## config.mk

```make
export PLATFORM = sky130hd
export DESIGN_NAME = bus_output_port_flat
export DESIGN_NICKNAME = d
export VERILOG_FILES = /design/src/rtl/bus_output_port_if.sv /design/src/rtl/bus_output_port.sv /design/src/flat_wrapper.sv
export SDC_FILE = /design/constraint.sdc
export NUM_CORES = 1
export LEC_CHECK = 0
export ABC_AREA = 1
export CAP_MARGIN = 20
export CORE_MARGIN = 5
export CORE_UTILIZATION = 58
export DETAILED_ROUTE_END_ITERATION = 8
export GPL_TIMING_DRIVEN = 0
export PLACE_DENSITY = 0.85
export SYNTH_ARGS = -nofsm -noshare
export SYNTH_HDL_FRONTEND = slang
export SYNTH_SLANG_ARGS = --single-unit
```

## constraint.sdc

```tcl
create_clock -name clk -period 5.7 [get_ports clk]
set_input_delay 1.14 -clock clk [delete_from_list [all_inputs] [get_ports clk]]
set_output_delay 1.14 -clock clk [all_outputs]
set_load 0.005 [all_outputs]
```

## src/rtl/bus_output_port_if.sv

```systemverilog
// rtl/bus_output_port_if.sv - bus capture and valid/ready output handshake bundle for bus_output_port
interface bus_output_port_if #(
  parameter int DATA_WIDTH = 8
);
  logic                  load_out;
  logic [DATA_WIDTH-1:0] bus_in;
  logic                  out_valid;
  logic                  out_ready;
  logic [DATA_WIDTH-1:0] out_data;

  // Control logic / consumer side
  modport master (
    output load_out,
    output bus_in,
    output out_ready,
    input  out_valid,
    input  out_data
  );

  // Output port side
  modport slave (
    input  load_out,
    input  bus_in,
    input  out_ready,
    output out_valid,
    output out_data
  );
endinterface

```

## src/rtl/bus_output_port.sv

```systemverilog
// rtl/bus_output_port.sv - bus capture FIFO with valid/ready output, latched word and sticky overflow (option: OUTPORT_DROP_OLDEST_EN)
module bus_output_port #(
  parameter  int DATA_WIDTH = 8,
  parameter  int DEPTH      = 4,
  localparam int ADDR_W     = $clog2(DEPTH)
) (
  input  logic                  clk,
  input  logic                  reset,
  bus_output_port_if.slave      port,
  input  logic                  clear_overflow,
  output logic [DATA_WIDTH-1:0] out_latched,
  output logic [ADDR_W:0]       count,
  output logic                  full,
  output logic                  empty,
  output logic                  overflow
);
  localparam logic [ADDR_W:0]   CNT_FULL = (ADDR_W + 1)'(DEPTH);
  localparam logic [ADDR_W:0]   CNT_ONE  = (ADDR_W + 1)'(1);
  localparam logic [ADDR_W-1:0] PTR_ONE  = ADDR_W'(1);

  logic [DATA_WIDTH-1:0] mem [DEPTH];
  logic [ADDR_W-1:0]     wr_ptr;
  logic [ADDR_W-1:0]     rd_ptr;
  logic                  rd_en;
  logic                  wr_en;
  logic                  rd_adv;
  logic                  ovf_hit;

  // Status flags come straight from the registered occupancy count.
  assign full           = (count == CNT_FULL);
  assign empty          = (count == '0);
  assign port.out_valid = !empty;
  assign port.out_data  = empty ? '0 : mem[rd_ptr];

  // Decode this cycle's write, read and overflow events.
  always_comb begin
    rd_en   = port.out_valid && port.out_ready;
    ovf_hit = port.load_out && full && !rd_en;
`ifdef OUTPORT_DROP_OLDEST_EN
    // The new word always lands; on overflow the oldest is pushed out.
    wr_en   = port.load_out;
    rd_adv  = rd_en || ovf_hit;
`else
    // On overflow the new word is discarded.
    wr_en   = port.load_out && !ovf_hit;
    rd_adv  = rd_en;
`endif
  end

  // Storage and write pointer; last accepted word mirrored on out_latched.
  always_ff @(posedge clk or posedge reset) begin
    if (reset) begin
      for (int i = 0; i < DEPTH; i++) begin
        mem[i] <= '0;
      end
      wr_ptr      <= '0;
      out_latched <= '0;
    end else if (wr_en) begin
      mem[wr_ptr] <= port.bus_in;
      wr_ptr      <= wr_ptr + PTR_ONE;
      out_latched <= port.bus_in;
    end
  end

  // Read pointer advances on a consumer handshake or an oldest-word eviction.
  always_ff @(posedge clk or posedge reset) begin
    if (reset) begin
      rd_ptr <= '0;
    end else if (rd_adv) begin
      rd_ptr <= rd_ptr + PTR_ONE;
    end
  end

  // Occupancy: a simultaneous push and pop (including eviction) leaves it unchanged.
  always_ff @(posedge clk or posedge reset) begin
    if (reset) begin
      count <= '0;
    end else if (wr_en && !rd_adv) begin
      count <= count + CNT_ONE;
    end else if (rd_adv && !wr_en) begin
      count <= count - CNT_ONE;
    end
  end

  // Sticky overflow; a new overflow wins over a clear in the same cycle.
  always_ff @(posedge clk or posedge reset) begin
    if (reset) begin
      overflow <= 1'b0;
    end else if (ovf_hit) begin
      overflow <= 1'b1;
    end else if (clear_overflow) begin
      overflow <= 1'b0;
    end
  end
endmodule

```

## src/flat_wrapper.sv

```systemverilog
// flat-port wrapper written by rule: the top's interface ports become plain ports
module bus_output_port_flat 
#(
  parameter  int DATA_WIDTH = 8,
  parameter  int DEPTH      = 4,
  localparam int ADDR_W     = $clog2(DEPTH)
)
  (clk, reset, clear_overflow, out_latched, count, full, empty, overflow, port_load_out, port_bus_in, port_out_ready, port_out_valid, port_out_data);
  bus_output_port_if #(.DATA_WIDTH(DATA_WIDTH)) port_i ();
  input  logic clk;
  input  logic reset;
  input  logic clear_overflow;
  output logic [DATA_WIDTH-1:0] out_latched;
  output logic [ADDR_W:0] count;
  output logic full;
  output logic empty;
  output logic overflow;
  input wire logic [$bits(port_i.load_out)-1:0] port_load_out;
  input wire logic [$bits(port_i.bus_in)-1:0] port_bus_in;
  input wire logic [$bits(port_i.out_ready)-1:0] port_out_ready;
  output wire logic [$bits(port_i.out_valid)-1:0] port_out_valid;
  output wire logic [$bits(port_i.out_data)-1:0] port_out_data;
  assign port_i.load_out = port_load_out;
  assign port_i.bus_in = port_bus_in;
  assign port_i.out_ready = port_out_ready;
  assign port_out_valid = port_i.out_valid;
  assign port_out_data = port_i.out_data;
  bus_output_port #(.DATA_WIDTH(DATA_WIDTH), .DEPTH(DEPTH)) u_core (.clk(clk), .reset(reset), .port(port_i), .clear_overflow(clear_overflow), .out_latched(out_latched), .count(count), .full(full), .empty(empty), .overflow(overflow));
endmodule
```

Yosys cells after proc, flatten, opt, wreduce, memory -nomap -nowiden:

Cells that the tools add are included.

* flip-flop bits (word level): 48
* input port bits: 13
* output and inout bits: 23
* logic and storage cells: 44

* $add $sub $neg: 4
* magnitude comparators: 3
* equal/unequal tests: 1
* multiplexer cells: 11
* bitwise logic cells: 2
* reduce and logical (&&, ||, !) cells: 14

Operators by type and width (number)
* 32-bit bitwise mux: 1
* 8-bit two-way mux: 4
* 8-bit binary-select mux with 2-bit select: 1
* 8-bit demux with 2-bit select: 1
* 1-bit logical AND: 7
* 3-bit greater-or-equal comparator, second input constant: 2
* 3-bit two-way mux: 2
* 2-bit inverter with 3-bit output: 2
* 2-bit by 1-bit adder with 2-bit output, second input constant: 2
* 1-bit zero test: 4
* 2-bit nonzero test: 2
* 3-bit by 1-bit adder with 3-bit output, second input constant: 1
* 3-bit == test, second input constant: 1
* 3-bit zero test: 1
* 3-bit by 1-bit less-than comparator with 1-bit output, second input constant: 1
* 3-bit by 1-bit subtractor with 3-bit output, second input constant: 1
* 1-bit two-way mux: 2

Logic depth before layout (Yosys ltp):

Gate-level depths: netlist (run 1).

* depth in word-level cells: 11
* gate-level depth with buffers: 12
* gate-level depth less buffers: 12

Worst setup path before layout (run 1):

No wires, ideal clock.

* path kind: input to register
* start point: in port_load_out
* end point: reg u_core.count[1]
* setup time: 0.125 ns
* arrival time: 2.421 ns
* data required time: 5.575 ns
* setup slack: 3.154 ns
* stages on the path: 9
* buffers on the path: 0
* path through: inv_2 -> nor2_1 -> nand3_2 -> nand2_1 -> inv_2 -> ha_1 -> inv_1 -> fa_1 -> mux2_2

* longest elaborated chain between the ends: 7
* elaborated cells between the ends (all ways): 9
* those cells by class: mux (1); reduce/logical (8)

Ends and longest elaborated chain
* from (decl): line flat_wrapper.sv:18 `input wire logic [$bits(port_i.load_out)-1:0] port_load_out;`
* 1-bit logical AND (2 in series): line bus_output_port.sv:38 `ovf_hit = port.load_out && full && !rd_en;`
* 1-bit zero test: line bus_output_port.sv:45 `wr_en = port.load_out && !ovf_hit;`
* 1-bit logical AND (*): line bus_output_port.sv:45
* via u_core.wr_en: line bus_output_port.sv:25 `logic wr_en;`
* 1-bit zero test: line bus_output_port.sv:80 `end else if (rd_adv && !wr_en) begin`
* 1-bit logical AND: line bus_output_port.sv:80
* 2-bit nonzero test (no source line)
* to (signal assigned): line bus_output_port.sv:79 `count <= count + CNT_ONE;`
* to (signal assigned): line bus_output_port.sv:81 `count <= count - CNT_ONE;`
* to (decl): line bus_output_port.sv:12 `output logic [ADDR_W:0] count,`

The timed path passes the listed nets; every way through them passes the cells marked *.
A chain may end at the register's enable or synchronous reset.

Worst setup path after layout (run 1):

* start point: reg u_core.rd_ptr[0]
* end point: out port_out_data[3]

* longest elaborated chain between the ends: 5

Ends and longest elaborated chain
* from (decl): line bus_output_port.sv:23 `logic [ADDR_W-1:0] rd_ptr;`
* from (signal assigned): line bus_output_port.sv:70 `rd_ptr <= rd_ptr + PTR_ONE;`
* 2-bit inverter with 3-bit output (not written as such): line bus_output_port.sv:33 `assign port.out_data = empty ? '0 : mem[rd_ptr];`
* 8-bit binary-select mux with 2-bit select: line bus_output_port.sv:33
* 8-bit two-way mux (not written as such) (2 in series): line bus_output_port.sv:33
* 8-bit two-way mux: line bus_output_port.sv:33
* to (decl): line flat_wrapper.sv:22 `output wire logic [$bits(port_i.out_data)-1:0] port_out_data;`

Every way passes these cells. The select of a mux whose other input is x is not followed.

==> flow_metrics.tcl, run 1 <==
set metrics [dict create \
    via_per_inst 5.67 \
    finalHoldViolCount 0 \
    p_leak_nw 1.44 \
    synth_cells 287 \
    cpMaxStageDelayCell "clkdlybuf4s50_1" \
    clk_path_buf_depth 2 \
    synth_top_area_share_pct 50.5 \
    p_total_mw 1.50 \
    die-area_sq_um 5480 \
    place_ws_ps 2440 \
    finalCriticalPeriod_ps 3360 \
    p_sw_share_pct 37.7 \
    cts_tree "built" \
    comb_power_share_pct 47.2 \
    ys_warn_count 0 \
    end_kind "primary output" \
    status "completed" \
    syn_area_per_cell_sq_um 8.28 \
    yosys-top-cells-area "dfrtp_1 (51%), nand2_1 (16%), nand4_1 (8.4%)" \
    clk_pin_slew_ps 80 \
    r2r_start "u_core.count[0]" \
    rows 23 \
    dr.first_iter.drc_count 291 \
    netlist_area_sq_um 2380 \
    htree_num_levels 2 \
    setup_ws_ps 2340 \
    internal_power_mw 0.937 \
    cp-start-kind "flip-flop" \
    avgRoutedWirePerCell_um 16.0 \
    setup_violations 0 \
    fillers 299 \
    whs_ps 475 \
    layout-drive-gt1-share_pct 8.81 \
    io_pins 36 \
    post_cts_resized 0 \
    worstPathArrival_ps 2220 \
    clockRootBuffer "clkbuf_8" \
    placed_cells 373 \
    port_buffers 35 \
    min_from "u_core.mem[16]" \
    power.density_nw_per_um2 517 \
    final_nets 349 \
    grt_pass1_wl_mm 10.2 \
    cts_buffers 5 \
    p_seq_share_pct 37.6 \
    whs_endpoint "u_core.mem[16]" \
    hp-class "flip-flop to flip-flop" \
    cp_cell_sequence "buf_2, inv_1, buf_2, o21ai_0, a21oi_1, clkdlybuf4s50_1" \
    clock_power_share_pct 15.3 \
    ant_nets 0 \
    antenna_found_initial 0 \
    cts_setup_buffers 0 \
    crit_buf_inv 4 \
    cp_common_cell "buf_2" \
    min_period_over_period_pct 59.0 \
    setup.worst_path.class "flip-flop to primary output" \
    antenna_cells 0 \
    grt-ovfl-total 0 \
    drc_errors 0 \
    grt_start_max_net_pins 42 \
    ys_ff_latch 48 \
    tightest_slew_ps 443 \
    cp_top_family "buffers and inverters" \
    critical_path.max_fanout 10 \
    hpwl_mm 4.28 \
    finalMaxSlewViolations 0 \
    syn_nets 306 \
    drv_cap 0 \
    yosysTopAreaCell "dfrtp_1" \
    yosysSeqAreaShare_pct 50.5 \
    relSlewSlack_pct 70.5 \
    stdcell_count 379 \
    area_growth_pct 22.4 \
    ctsHoldBuffers 0 \
    min_delay_path_depth 2 \
    max_stage_delay_ps 530 \
    clk_latency_ps 300 \
    grt_pass1_vias 2088 \
    r2r-end "u_core.count[1]" \
    start_util_pct 59.4 \
    dr.pass1.iters 5 \
    r2r_slack_ps 3590 \
    die_w_um 74.0 \
    rsz0062_at_grt "no" \
    fmax_mhz 297 \
    vdd_drop_max_mv 0.304 \
    fin_worst_skew_ps 9.71 \
    switchingPower_mw 0.567 \
    die-height_um 74.0 \
    tns_ps 0 \
    routed_wl_mm 6.06 \
    synth_cell_types 22 \
    cp_data_required_time_ps 4560 \
    vias 2148 \
    core_area_sq_um 4000 \
    worst-r2r-cell-count 8 \
    gp_congestion 0.944 \
    clock-sinks 48 \
    track_usage_pct 24.9 \
]
routing by layer:
metal / vias up / global-route usage, % / wire [um]
li1: 1025 / - / -
met1: 1021 / 34.6 / 2490
met2: 94 / 39.6 / 2980
met3: 8 / 5.14 / 490
met4: 0 / 7.65 / 99
met5: - / 0 / 0
cell usage in the layout, fill, tap and decap left out, drive strengths merged:
cell type	netlist	layout
a21oi	8	8
buf	16	17
bufinv	0	1
clkbuf	1	6
clkdlybuf4s50	0	35
clkinv	2	2
dfrtp	48	48
fa	1	1
ha	5	5
inv	10	10
mux2	1	1
nand2	99	99
nand3	7	7
nand4	32	32
nor2	36	36
o21ai	17	17
xnor2	1	1
xor2	3	3
flip-flops by register name (all words and copies together) (netlist names):
register	count
u_core.wr_ptr	2
u_core.mem	32
u_core.overflow	1
u_core.out_latched	8
u_core.count	3
u_core.rd_ptr	2
worst max-delay path by stage:
stage	from	end	slack, ps	depth (start not counted)
floorplan	port_load_out	u_core.count[1]	3150	9
global placement	port_load_out	u_core.count[1]	2500	10
detailed placement	port_load_out	u_core.count[1]	2440	10
CTS	u_core.rd_ptr[0]	port_out_data[3]	2380	6
global route	u_core.rd_ptr[0]	port_out_data[6]	2260	6
finish	u_core.rd_ptr[0]	port_out_data[3]	2340	6
worst min-delay path, cell delays in order (launching register included):
cell and delay (ps):
dfrtp_1 340, nand2_1 60, nand2_1 50
final cells by class:
cell class	instances	area, sq um	area share (%)
buffer	17	113	3.87
clock buffer	5	68.8	2.37
clock inverter	1	30.0	1.03
inverter	12	45.0	1.55
multi-input combinational	210	1020	35.0
sequential	48	1200	41.3
tap	50	62.6	2.15
timing repair buffer	36	370	12.7
stage by stage:
stage               area [sq um]  utilization [%]
floorplan                   2380                -
global placement            2790             69.8
detailed placement          2810             70.3
CTS                         2910             72.7
global route                2910             72.7
finish                      2910             72.7
cells in the mapped netlist:
| library cell | number |
|---|---|
| clkinv_1 | 2 |
| ha_1 | 5 |
| a21oi_1 | 8 |
| o21ai_0 | 17 |
| inv_1 | 8 |
| dfrtp_1 | 48 |
| fa_1 | 1 |
| clkbuf_1 | 1 |
| mux2_2 | 1 |
| xor2_1 | 3 |
| xnor2_1 | 1 |
| nor2_1 | 35 |
| inv_2 | 2 |
| buf_2 | 6 |
| buf_1 | 3 |
| nor2_2 | 1 |
| nand2_1 | 99 |
| nand3_1 | 3 |
| buf_4 | 3 |
| nand3_2 | 4 |
| nand4_1 | 32 |
| buf_6 | 4 |
power groups by stage:
stage	registers, mW	logic, mW	clock network (mW)
3_5_place_dp	0.567	0.708	0
3_3_place_gp	0.559	0.681	0
5_1_grt	0.580	0.797	0.245
4_1_cts	0.563	0.712	0.232
6_report	0.565	0.709	0.230
2_1_floorplan	0.550	0.410	0
cells by family after synthesis:
| group | synth area share [%] |
|---|---|
| and+or+nand+nor | 32.2 |
| DFF | 50.5 |
| buffers and inverters | 6.63 |
| AOI/OAI and AO/OA | 5.26 |
| adders and majority gates | 3.47 |
| xor gates and xnor gates | 1.47 |
| muxes | 0.474 |
No activity file was read; power rests on OpenSTA's default activity.
==> run 2: changes to the inputs <==
CORE_UTILIZATION = 53   (was 58)
PLACE_DENSITY = 0.79   (was 0.85)
clock period = 3.2 ns   (was 5.7 ns; I/O delays follow)
==> flow_metrics.tcl, run 2 (synthesis gave the netlist of run 1 again) <==
set metrics [dict create \
    area_growth_pct 22.1 \
    grt-ovfl-total 0 \
    largestRegisters "u_core.mem x32, u_core.out_latched x8, u_core.count x3" \
    final_cell_mix "nand2_1 (99), dfrtp_1 (48), nor2_1 (35), clkdlybuf4s50_1 (35), nand4_1 (32)" \
    core_area_sq_um 4350 \
    die_w_um 77.0 \
    io_pins 36 \
    rows 24 \
    final_nets 349 \
    htree_num_levels 2 \
    critical_path.max_fanout 10 \
    dr.first_iter.drc_count 215 \
    internal_power_mw 1.62 \
    setup.worst_path.class "flip-flop to primary output" \
    grt_pass1_vias 2091 \
    fillers 371 \
    start_util_pct 54.6 \
    clock_power_share_pct 14.1 \
    finish.utilization_pct 66.7 \
    clockRootBuffer "clkbuf_8" \
    clk_latency_ps 300 \
    tns_ps 0 \
    final_common_cell "nand2_1" \
    routed_wl_mm 5.99 \
    clk_pin_slew_ps 90 \
    p_sw_share_pct 38.2 \
    ant_nets 0 \
    drv_cap 0 \
    regMostFlops "u_core.mem" \
    comb_power_share_pct 47.6 \
    via_per_inst 5.55 \
    die-height_um 77.0 \
    cp-start-kind "flip-flop" \
    tightest_slew_ps 421 \
    antenna_found_initial 0 \
    min_period_over_period_pct 87.7 \
    cp_data_required_time_ps 2560 \
    finalMaxSlewViolations 0 \
    cts_setup_buffers 0 \
    p_seq_share_pct 38.3 \
    vdd_drop_max_mv 0.344 \
    grt_start_max_net_pins 44 \
    avgRoutedWirePerCell_um 15.6 \
    grt_pass1_wl_mm 10.2 \
    whs_ps 472 \
    worstPathArrival_ps 2170 \
    ctsHoldBuffers 0 \
    status "completed" \
    track_usage_pct 21.3 \
    switchingPower_mw 1.00 \
    cts_tree "built" \
    drc_errors 0 \
    end_kind "primary output" \
    clock-sinks 48 \
    layout-drive-gt1-share_pct 8.76 \
    dr.pass1.iters 5 \
    gp_congestion 0.823 \
    largest_register_ffs 32 \
    port_buffers 35 \
    vias 2126 \
    die-area_sq_um 5930 \
    fmax_mhz 356 \
    setup_violations 0 \
    antenna_cells 0 \
    power.density_nw_per_um2 903 \
    hpwl_mm 4.26 \
    p_leak_nw 1.44 \
    finalCriticalPeriod_ps 2810 \
    post_cts_resized 0 \
    hp-class "flip-flop to flip-flop" \
    relSlewSlack_pct 72.0 \
    clk_path_buf_depth 2 \
    cts_buffers 5 \
    finalHoldViolCount 0 \
    rsz0062_at_grt "no" \
    fin_worst_skew_ps 7.39 \
]
-- run 2: cell types whose count changed in the layout (fill, tap and decap cells not counted) --
cell | before | now
clkbuf_8 | 5 | 6
clkbuf_1 | 1 | 3
bufinv_16 | 1 | 0
-- run 2: final cells by class --
cell class | instances | area, sq um | share of cell area, %
Buffer | 17 | 113 | 3.88
Clock buffer | 8 | 90.1 | 3.10
Inverter | 12 | 45.0 | 1.55
Multi-Input combinational cell | 210 | 1020 | 35.1
Sequential cell | 48 | 1200 | 41.4
Tap cell | 52 | 65.1 | 2.24
Timing Repair Buffer | 36 | 370 | 12.8
-- run 2: power groups by stage --
stage / sequential, mW / combinational, mW / clock [mW]
finish: 1.00 / 1.25 / 0.370
detailed placement: 1.01 / 1.25 / 0
global route: 1.03 / 1.40 / 0.404
global placement: 1.00 / 1.21 / 0
floorplan: 0.980 / 0.730 / 0
CTS: 1.00 / 1.25 / 0.376
-- run 2: path summary, 6_finish.rpt --
check | from | end | slack, ps | cells past startpoint
setup reg to reg | u_core.count[0] | u_core.count[1] | 1110 | 8
min in group asynchronous | reset | u_core.out_latched[7] | 540 | 2
hold reg to reg | u_core.mem[22] | u_core.mem[22] | 470 | 2
setup / recovery | u_core.rd_ptr[0] | port_out_data[4] | 390 | 6
hold / removal | u_core.mem[22] | u_core.mem[22] | 470 | 2
max in group asynchronous | reset | u_core.rd_ptr[1] | 2220 | 3
-- run 2: per-layer routing --
layer	share of wire [%]	GRT usage [%]	vias to the layer above
met5	0	0	-
met2	49	35.1	83
li1	-	-	1026
met3	5.8	2.81	12
met4	1.8	7.39	0
met1	43	28.8	1005
-- run 2: stage by stage --
step / area, sq um / power, mW / worst slack, ps / std cells
after detailed placement: 2810 / 2.25 / 450 / 375
after global routing: 2900 / 2.83 / 253 / 383
after global placement: 2790 / 2.21 / 474 / 374
final: 2900 / 2.62 / 394 / 383
after floorplan: 2380 / 1.71 / 1150 / 287
after CTS: 2900 / 2.63 / 409 / 383
-- run 2: critical path: stages, from the launching register on --
cell             delay [ps]
dfrtp_1                 370
buf_2                   180
inv_1                   210
buf_2                   260
o21ai_0                 110
a21oi_1                 190
clkdlybuf4s50_1         540
